==> src/rtl/ps2_key_matrix.sv <==
// PS/2 set-2 scancode to keyboard-matrix translator.
// Parses F0/E0/E1 prefixes, keeps the held-key vector, reports key changes
// and serves an active-low scanned column readout to the CPU keyboard port.
module ps2_key_matrix #(
   parameter int          ROWS        = 8,
   parameter int          COLS        = 5,
   parameter bit          EXT_ENABLE  = 1'b1,
   parameter int unsigned TIMEOUT_CYC = 2**20,
   localparam int         NKEYS       = ROWS * COLS,
   localparam int         IDXW        = (NKEYS > 1) ? $clog2(NKEYS) : 1
) (
   input  logic             clk,
   input  logic             rst_n,
   input  logic             data_valid,
   input  logic [7:0]       data,
   input  logic [ROWS-1:0]  row_sel,
   output logic [COLS-1:0]  col_n,
   output logic [NKEYS-1:0] kb_state,
   output logic             any_key,
   output logic             key_evt,
   output logic             key_evt_make,
   output logic [IDXW-1:0]  key_evt_idx
);

   localparam int TOW = (TIMEOUT_CYC > 1) ? $clog2(TIMEOUT_CYC) : 1;

   typedef enum logic [2:0] {
      IDLE,
      BRK,
      EXT,
      EXT_BRK,
      SKIP
   } state_t;

   state_t           state_q, state_d;
   logic [2:0]       skip_q, skip_d;
   logic [TOW-1:0]   idle_cnt_q, idle_cnt_d;
   logic [NKEYS-1:0] kb_state_q, kb_state_d;
   logic             any_key_q, any_key_d;
   logic             key_evt_q, key_evt_d;
   logic             key_evt_make_q, key_evt_make_d;
   logic [IDXW-1:0]  key_evt_idx_q, key_evt_idx_d;
   logic [COLS-1:0]  col_n_q, col_n_d;

   logic             timeoutHit;
   logic             doLookup;
   logic             lookupMake;
   logic             lookupExt;
   logic [6:0]       entry;
   int               keyIdx;

   // Plain set-2 table: {hit, row, col}. Codes absent here are unmapped.
   function automatic logic [6:0] lookupCode(input logic [7:0] code);
      case (code)
         8'h16: lookupCode = {1'b1, 3'd0, 3'd0};
         8'h1E: lookupCode = {1'b1, 3'd0, 3'd1};
         8'h26: lookupCode = {1'b1, 3'd0, 3'd2};
         8'h25: lookupCode = {1'b1, 3'd0, 3'd3};
         8'h2E: lookupCode = {1'b1, 3'd0, 3'd4};
         8'h15: lookupCode = {1'b1, 3'd1, 3'd0};
         8'h1D: lookupCode = {1'b1, 3'd1, 3'd1};
         8'h24: lookupCode = {1'b1, 3'd1, 3'd2};
         8'h2D: lookupCode = {1'b1, 3'd1, 3'd3};
         8'h2C: lookupCode = {1'b1, 3'd1, 3'd4};
         8'h1C: lookupCode = {1'b1, 3'd2, 3'd0};
         8'h1B: lookupCode = {1'b1, 3'd2, 3'd1};
         8'h23: lookupCode = {1'b1, 3'd2, 3'd2};
         8'h2B: lookupCode = {1'b1, 3'd2, 3'd3};
         8'h34: lookupCode = {1'b1, 3'd2, 3'd4};
         8'h12: lookupCode = {1'b1, 3'd3, 3'd0};
         8'h1A: lookupCode = {1'b1, 3'd3, 3'd1};
         8'h22: lookupCode = {1'b1, 3'd3, 3'd2};
         8'h21: lookupCode = {1'b1, 3'd3, 3'd3};
         8'h2A: lookupCode = {1'b1, 3'd3, 3'd4};
         8'h29: lookupCode = {1'b1, 3'd4, 3'd0};
         8'h41: lookupCode = {1'b1, 3'd4, 3'd1};
         8'h3A: lookupCode = {1'b1, 3'd4, 3'd2};
         8'h31: lookupCode = {1'b1, 3'd4, 3'd3};
         8'h32: lookupCode = {1'b1, 3'd4, 3'd4};
         8'h5A: lookupCode = {1'b1, 3'd5, 3'd0};
         8'h4B: lookupCode = {1'b1, 3'd5, 3'd1};
         8'h42: lookupCode = {1'b1, 3'd5, 3'd2};
         8'h3B: lookupCode = {1'b1, 3'd5, 3'd3};
         8'h33: lookupCode = {1'b1, 3'd5, 3'd4};
         8'h4D: lookupCode = {1'b1, 3'd6, 3'd0};
         8'h44: lookupCode = {1'b1, 3'd6, 3'd1};
         8'h43: lookupCode = {1'b1, 3'd6, 3'd2};
         8'h3C: lookupCode = {1'b1, 3'd6, 3'd3};
         8'h35: lookupCode = {1'b1, 3'd6, 3'd4};
         8'h45: lookupCode = {1'b1, 3'd7, 3'd0};
         8'h46: lookupCode = {1'b1, 3'd7, 3'd1};
         8'h3E: lookupCode = {1'b1, 3'd7, 3'd2};
         8'h3D: lookupCode = {1'b1, 3'd7, 3'd3};
         8'h36: lookupCode = {1'b1, 3'd7, 3'd4};
         default: lookupCode = 7'd0;
      endcase
   endfunction

   // A pending prefix is abandoned after TIMEOUT_CYC quiet clocks; 0 disables it.
   assign timeoutHit = (TIMEOUT_CYC != 0) && (idle_cnt_q == TOW'(TIMEOUT_CYC - 1));

   // Prefix parser, key-vector update and change-event generation.
   always_comb begin
      state_d        = state_q;
      skip_d         = skip_q;
      kb_state_d     = kb_state_q;
      key_evt_d      = 1'b0;
      key_evt_make_d = key_evt_make_q;
      key_evt_idx_d  = key_evt_idx_q;
      doLookup       = 1'b0;
      lookupMake     = 1'b0;
      lookupExt      = 1'b0;
      entry          = 7'd0;
      keyIdx         = 0;

      if (data_valid) begin
         case (state_q)
            IDLE: begin
               if (data == 8'hF0) begin
                  state_d = BRK;
               end else if (data == 8'hE0) begin
                  state_d = EXT;
               end else if (data == 8'hE1) begin
                  state_d = SKIP;
                  skip_d  = 3'd7;
               end else if (data == 8'hAA || data == 8'h00 || data == 8'hFF || data == 8'hFC) begin
                  kb_state_d = '0;
               end else begin
                  doLookup   = 1'b1;
                  lookupMake = 1'b1;
               end
            end
            BRK: begin
               if (data != 8'hF0) begin
                  state_d  = IDLE;
                  doLookup = 1'b1;
               end
            end
            EXT: begin
               if (data == 8'hF0) begin
                  state_d = EXT_BRK;
               end else begin
                  state_d    = IDLE;
                  doLookup   = 1'b1;
                  lookupMake = 1'b1;
                  lookupExt  = 1'b1;
               end
            end
            EXT_BRK: begin
               state_d   = IDLE;
               doLookup  = 1'b1;
               lookupExt = 1'b1;
            end
            SKIP: begin
               skip_d = skip_q - 3'd1;
               if (skip_q <= 3'd1) begin
                  state_d = IDLE;
               end
            end
            default: begin
               state_d = IDLE;
            end
         endcase
      end else if (timeoutHit) begin
         state_d = IDLE;
      end

      if (doLookup) begin
         if (lookupExt) begin
            entry = (EXT_ENABLE && data == 8'h5A) ? {1'b1, 3'd5, 3'd0} : 7'd0;
         end else begin
            entry = lookupCode(data);
         end
         if (entry[6] && (int'(entry[5:3]) < ROWS) && (int'(entry[2:0]) < COLS)) begin
            keyIdx = int'(entry[5:3]) * COLS + int'(entry[2:0]);
            if (kb_state_q[keyIdx] != lookupMake) begin
               kb_state_d[keyIdx] = lookupMake;
               key_evt_d          = 1'b1;
               key_evt_make_d     = lookupMake;
               key_evt_idx_d      = IDXW'(keyIdx);
            end
         end
      end
   end

   // Quiet-clock counter only runs while a prefix is pending.
   always_comb begin
      idle_cnt_d = idle_cnt_q + TOW'(1);
      if (TIMEOUT_CYC == 0 || state_q == IDLE || data_valid || timeoutHit) begin
         idle_cnt_d = '0;
      end
   end

   // any_key tracks the vector being registered so it lands on the same edge.
   assign any_key_d = |kb_state_d;

   // Scanned readout: a column goes low if any driven row holds a key in it.
   always_comb begin
      col_n_d = '1;
      for (int c = 0; c < COLS; c++) begin
         for (int r = 0; r < ROWS; r++) begin
            if (kb_state_q[r*COLS + c] && !row_sel[r]) begin
               col_n_d[c] = 1'b0;
            end
         end
      end
   end

   // State registers.
   always_ff @(posedge clk or negedge rst_n) begin
      if (!rst_n) begin
         state_q        <= IDLE;
         skip_q         <= 3'd0;
         idle_cnt_q     <= '0;
         kb_state_q     <= '0;
         any_key_q      <= 1'b0;
         key_evt_q      <= 1'b0;
         key_evt_make_q <= 1'b0;
         key_evt_idx_q  <= '0;
         col_n_q        <= '1;
      end else begin
         state_q        <= state_d;
         skip_q         <= skip_d;
         idle_cnt_q     <= idle_cnt_d;
         kb_state_q     <= kb_state_d;
         any_key_q      <= any_key_d;
         key_evt_q      <= key_evt_d;
         key_evt_make_q <= key_evt_make_d;
         key_evt_idx_q  <= key_evt_idx_d;
         col_n_q        <= col_n_d;
      end
   end

   assign col_n        = col_n_q;
   assign kb_state     = kb_state_q;
   assign any_key      = any_key_q;
   assign key_evt      = key_evt_q;
   assign key_evt_make = key_evt_make_q;
   assign key_evt_idx  = key_evt_idx_q;

endmodule

==> config.mk <==
export PLATFORM = sky130hd
export DESIGN_NAME = ps2_key_matrix
export DESIGN_NICKNAME = d
export VERILOG_FILES = /design/src/rtl/ps2_key_matrix.sv
export SDC_FILE = /design/constraint.sdc
export NUM_CORES = 1
export LEC_CHECK = 0
export CAP_MARGIN = 20
export CELL_PAD_IN_SITES_DETAIL_PLACEMENT = 0
export CELL_PAD_IN_SITES_GLOBAL_PLACEMENT = 1
export CORE_MARGIN = 1.5
export CORE_UTILIZATION = 27
export DETAILED_ROUTE_END_ITERATION = 10
export DONT_BUFFER_PORTS = 1
export GPL_ROUTABILITY_DRIVEN = 1
export PLACE_DENSITY_LB_ADDON = 0.1
export SKIP_LAST_GASP = 1
export SLEW_MARGIN = 20
export SYNTH_ARGS = -nofsm -noshare
export SYNTH_HDL_FRONTEND = slang
export SYNTH_SLANG_ARGS = --single-unit
==> constraint.sdc <==
create_clock -name clk -period 7.9 [get_ports clk]
set_input_delay 1.185 -clock clk [delete_from_list [all_inputs] [get_ports clk]]
set_output_delay 1.185 -clock clk [all_outputs]
set_load 0.05 [all_outputs]
# After elaboration in Yosys (flattened, before gate mapping)
# Memory sizes are Yosys's and may differ from the RTL's.
# Cells that the tools add are included.
dict set report classes {
  n_mul 1
  addsub 3
  muxes 88
  n_reduce_logical 63
  n_eq_ne 20
  n_lt_le_gt_ge 4
}
# cell n
set ops {}
lappend ops {{40-bit 2-to-1 mux} 9}
lappend ops {{1-bit 2-to-1 mux} 55}
lappend ops {{8-bit == test (second input constant)} 6}
lappend ops {{1-bit logical AND} 42}
lappend ops {{40-bit bitwise mux} 1}
lappend ops {{40-bit OR reduction} 1}
lappend ops {{3-bit 2-to-1 mux} 10}
lappend ops {{7-bit 2-to-1 mux} 4}
lappend ops {{20-bit by 1-bit adder with 20-bit output (second input constant)} 1}
lappend ops {{20-bit == test (second input constant)} 1}
lappend ops {{20-bit 2-to-1 mux} 1}
lappend ops {{3-bit case mux with 4 select lines} 1}
lappend ops {{8-bit by 7-bit == test with 1-bit output (second input constant)} 1}
lappend ops {{1-bit zero test} 8}
lappend ops {{8-bit zero test} 1}
lappend ops {{8-bit inequality test (second input constant)} 1}
lappend ops {{6-bit by 3-bit adder with 7-bit output} 1}
lappend ops {{7-bit by 1-bit >= comparator with 1-bit output (second input constant)} 1}
lappend ops {{7-bit < comparator (second input constant)} 1}
lappend ops {{1-bit binary-select mux with 6-bit select} 1}
lappend ops {{1-bit demux with 6-bit select} 1}
lappend ops {{3-bit by 2-bit == test with 1-bit output (second input constant)} 2}
lappend ops {{3-bit by 3-bit multiplier with 6-bit output (second input constant)} 1}
lappend ops {{2-bit inequality test (second input constant)} 3}
lappend ops {{other kinds (18)} 25}
dict set report word_totals {
  register_bits 80
  wordCells 189
  output_inout_bits 54
  mem_count 1
  rom_bits 896
}
# name depth width read_ports rd_clocked_by_memory_dff wr line
set memory_table {}
lappend memory_table {{(name not given)} 128 7 1 0 0 54} ;# case (code)

# Depth between registers and ports, before layout
dict set report depth {
  word_depth 22
  mapped_depth 28
  mapped_depth_nobuf 25
}

# Least setup slack after synthesis
# Ideal clock, no wire load.
dict set report synth_timing {
  path_kind {input-to-reg}
  startpoint {in data[1]}
  endpoint {reg any_key_q, in the netlist any_key}
  path_slack_ps 877
  arrival_time_ps 6882
  required_ps 7759
  cell_stages 22
  cell_sequence {inv_1 -> ha_1 -> nor3b_1 -> nand3_1 -> o21ai_0 -> o21ai_0 -> a21oi_1 -> ha_1 -> ha_1 -> fa_1 -> buf_4 -> buf_2 -> mux2i_1 -> nor2_1 -> o2111ai_1 -> o311ai_4 -> xnor2_2 -> nor4_1 -> mux2_2 -> or4b_2 -> nor4bb_1 -> nand4_1}
}
dict set report synth_between {
  elab_chain_len 17
}
# item line
set synth_lines {}
lappend synth_lines {{from (decl)} 15} ;# input logic [7:0] data,
lappend synth_lines {{branches (longest 15 deep; another with memory read 128 x 7 bit)} n/a}
lappend synth_lines {{40-bit 2-to-1 mux (*)} 168} ;# if (doLookup) begin
lappend synth_lines {{named net kb_state_d[38]} 38} ;# logic [NKEYS-1:0] kb_state_q, kb_state_d;
lappend synth_lines {{40-bit OR reduction (*)} 195} ;# assign any_key_d = |kb_state_d;
lappend synth_lines {{named net any_key_d} 39} ;# logic any_key_q, any_key_d;
lappend synth_lines {{to (signal assigned)} 226} ;# any_key_q <= any_key_d;
lappend synth_lines {{to (decl)} 39}
# Mark *: on every way through the listed nets, which the timed path passes. The select of a mux whose other input is x is not followed.
# A chain may end at the register's enable or synchronous reset.

# Worst setup path in the final report
# Ends and elaborated chain as after synthesis.

==> impl_metrics.ini <==
[timing]
final_hold_viol_count = 0
tightestPinTransition_ns = 0.9524
rsz0062_at_grt = false
finalCriticalPeriod_ns = 7.287
hold_ws_ns = 0.4885
slew_headroom_pct = 36.35
fmax_mhz = 137.2
final_max_slew_viol_count = 0
fin_crit_sh_pct = 92.25
setup_violations = 0
fin_setup_tns_ns = 0
finClkSkew_ns = 0.01065

[routing]
drt-initial-drc-count = 393
vias_per_cell = 5.577
vias = 5376
wirelength_mm = 21.71
firstDrtPassIters = 5
drtAntennaViolNets = 0
drcViolationCount = 0
wl_per_cell_um = 22.52

[clocking]
cts-resized-gates = 0
numCtsBuffers = 9
cts_tree = yes
post_cts_buffers = 0
cts_buffer_depth = 2
clk_latency_ns = 0.35
path_clk_slew_ns = 0.07
ctsHoldBuffers = 0
htreeDepth = 3
cts_sinks = 80
cts_root_buf = clkbuf_16

[synthesis]
synth_edf_count = 0
synth_nets = 737
synthFlopType = dfrtp_1
synth.avg_cell_area_um2 = 8.438
yosys-top-cells-count = dfrtp_1 (75), a21oi_1 (51), nand2_1 (51)
synth_area_leaders = dfrtp_1 (32%), a21oi_1 (4.3%), mux2_2 (4.0%)
yosysMostFrequentCell = dfrtp_1
syn_area_mm2 = 0.005898
synth_seq_cells = 80
synth_top_area_cell = dfrtp_1
synth_cell_types = 80
yosysWarnings = 0
yosysSeqAreaShare_pct = 34.05
synthArstFlopShare_pct = 100.0
yosysTopAreaCellShare_pct = 31.82
syn-instance-count = 699

[place]
detailed_place_hpwl_mm = 16.21
place.gp.congestion = 0.8890
placed_cells = 948
postPlaceCellArea_mm2 = 0.006182
port_buffers = 0

[setup_path]
path_max_fanout = 25
cp_data_arrival_time_ns = 7.50
rrSetupSlack_ns = 1.51
critPathCaptureType = flip-flop
crit_type = primary input to flip-flop
required_ns = 8.11
cp-start-kind = primary input

[run_status]
outcome = finished, final reports clean

[layout]
layout-drive-gt1-share_pct = 11.18
n_antenna_cell = 0
final_cells = 964
fin_area_mm2 = 0.006472
num-fill-cells = 2283
area_delta_synth_final_pct = 9.737
final_nets = 722

[global_route]
grt_pass1_vias = 5231
grt_pass1_wl_mm = 33.26
grt_antenna_before_repair = 0
grt_max_degree = 81
grt.total_usage_pct = 19.60
grt-ovfl-total = 0

[power]
swShare_pct = 44.84
vdd_drop_max_mv = 0.1158
powerDensity_mw_per_mm2 = 237.0
p_clk_share_pct = 27.5
power.internal_w = 0.0008461
power.switching_w = 0.0006878
p_seq_share_pct = 46.9
combPwrFrac_pct = 25.6
leakage_nw = 2.527

[floorplan]
rows = 53
die_w_um = 150.8
ios = 73
die_h_um = 150.8
start_util_pct = 27.79
coreArea_mm2 = 0.02122
dieArea_mm2 = 0.02274

[worst_hold_path]
hold_path.class = flip-flop to flip-flop

[job]
cap_violations = 0
==> placed cells by master (no fill, tap or decap), drive strengths merged, types with 21 or more instances in the layout <==
cell type   n
a21oi      52
dfrtp      75
inv        54
mux2       23
nand2      51
nand3      21
nor2       49
nor4       29
o21ai      42
o22ai      25
==> power by group through the flow <==
stage | Sequential, W | Clock [W] | Combinational [W]
floorplan | 0.000683 | 0 | 0.000310
global placement | 0.000729 | 0 | 0.000391
detailed placement | 0.000729 | 0 | 0.000392
CTS | 0.000721 | 0.000434 | 0.000394
global route | 0.000728 | 0.000454 | 0.000436
finish | 0.000719 | 0.000422 | 0.000393
==> worst paths after layout <==
| path | endpoint | cells past startpoint | from |
|---|---|---|---|
| max in group asynchronous | col_n[0] | 0 | rst_n |
| worst max register to register | any_key | 20 | state_q[2] |
| worst min register to register | idle_cnt_q[0] | 1 | idle_cnt_q[0] |
| worst max-delay path | any_key | 23 | data[1] |
| min in group asynchronous | kb_state[0] | 0 | rst_n |
| worst min-delay path | idle_cnt_q[0] | 1 | idle_cnt_q[0] |
==> sequential cells by signal, summed over array words and instances (netlist names) <==
signal / flops
state_q: 3
skip_q: 3
any_key: 1
col_n: 5
kb_state: 40
key_evt: 1
key_evt_idx: 6
key_evt_make: 1
idle_cnt_q: 20
==> kinds of logic after synthesis <==
| family | synth area share [%] |
|---|---|
| DFF | 34.05 |
| buffers and inverters | 6.894 |
| muxes | 6.746 |
| and+or+nand+nor | 21.53 |
| adders and majority gates | 4.328 |
| xor gates and xnor gates | 3.967 |
| AOI/OAI and AO/OA | 22.49 |
==> worst max-delay path, stage by stage <==
cell	delay, ns
inv_1	0.12
ha_1	0.20
nor3b_1	0.26
nand3_1	0.17
o21ai_0	0.18
buf_4	0.16
o21ai_0	0.08
a21oi_1	0.27
ha_1	0.29
ha_1	0.33
fa_1	0.53
buf_12	0.18
or3_1	0.51
o22ai_2	0.15
nor3_1	0.10
o311ai_4	0.37
xnor2_2	0.11
buf_4	0.23
nor4_1	0.34
mux2_2	0.39
or4b_2	0.67
nor4bb_1	0.49
nand4_1	0.15
==> final cells by class <==
cell class | count | area [µm²] | area share (%)
clock inverter | 6 | 51.30 | 0.7926
sequential | 80 | 2008 | 31.03
inverter | 51 | 191.4 | 2.958
clock buffer | 10 | 239.0 | 3.692
multi-input combinational | 524 | 3491 | 53.93
tap | 275 | 344.1 | 5.316
timing repair buffer | 18 | 147.6 | 2.281
==> metal layers <==
layer	vias up	global-route usage, %	wire length [µm]
met5	-	0	0
met4	0	7.379	679
met3	37	4.036	1273
met2	152	32.37	10320
met1	2652	25.13	9434
li1	2535	-	-
==> stage by stage <==
step	util [%]	setup WS, ns	total power [W]
after global routing	30.50	0.1864	0.001618
after CTS	30.50	0.6024	0.001549
after global placement	29.13	0.3278	0.001121
after floorplan	-	0.8771	0.0009929
final	30.50	0.6125	0.001534
after detailed placement	29.13	0.2585	0.001121
(Power assumes the default switching activity.)
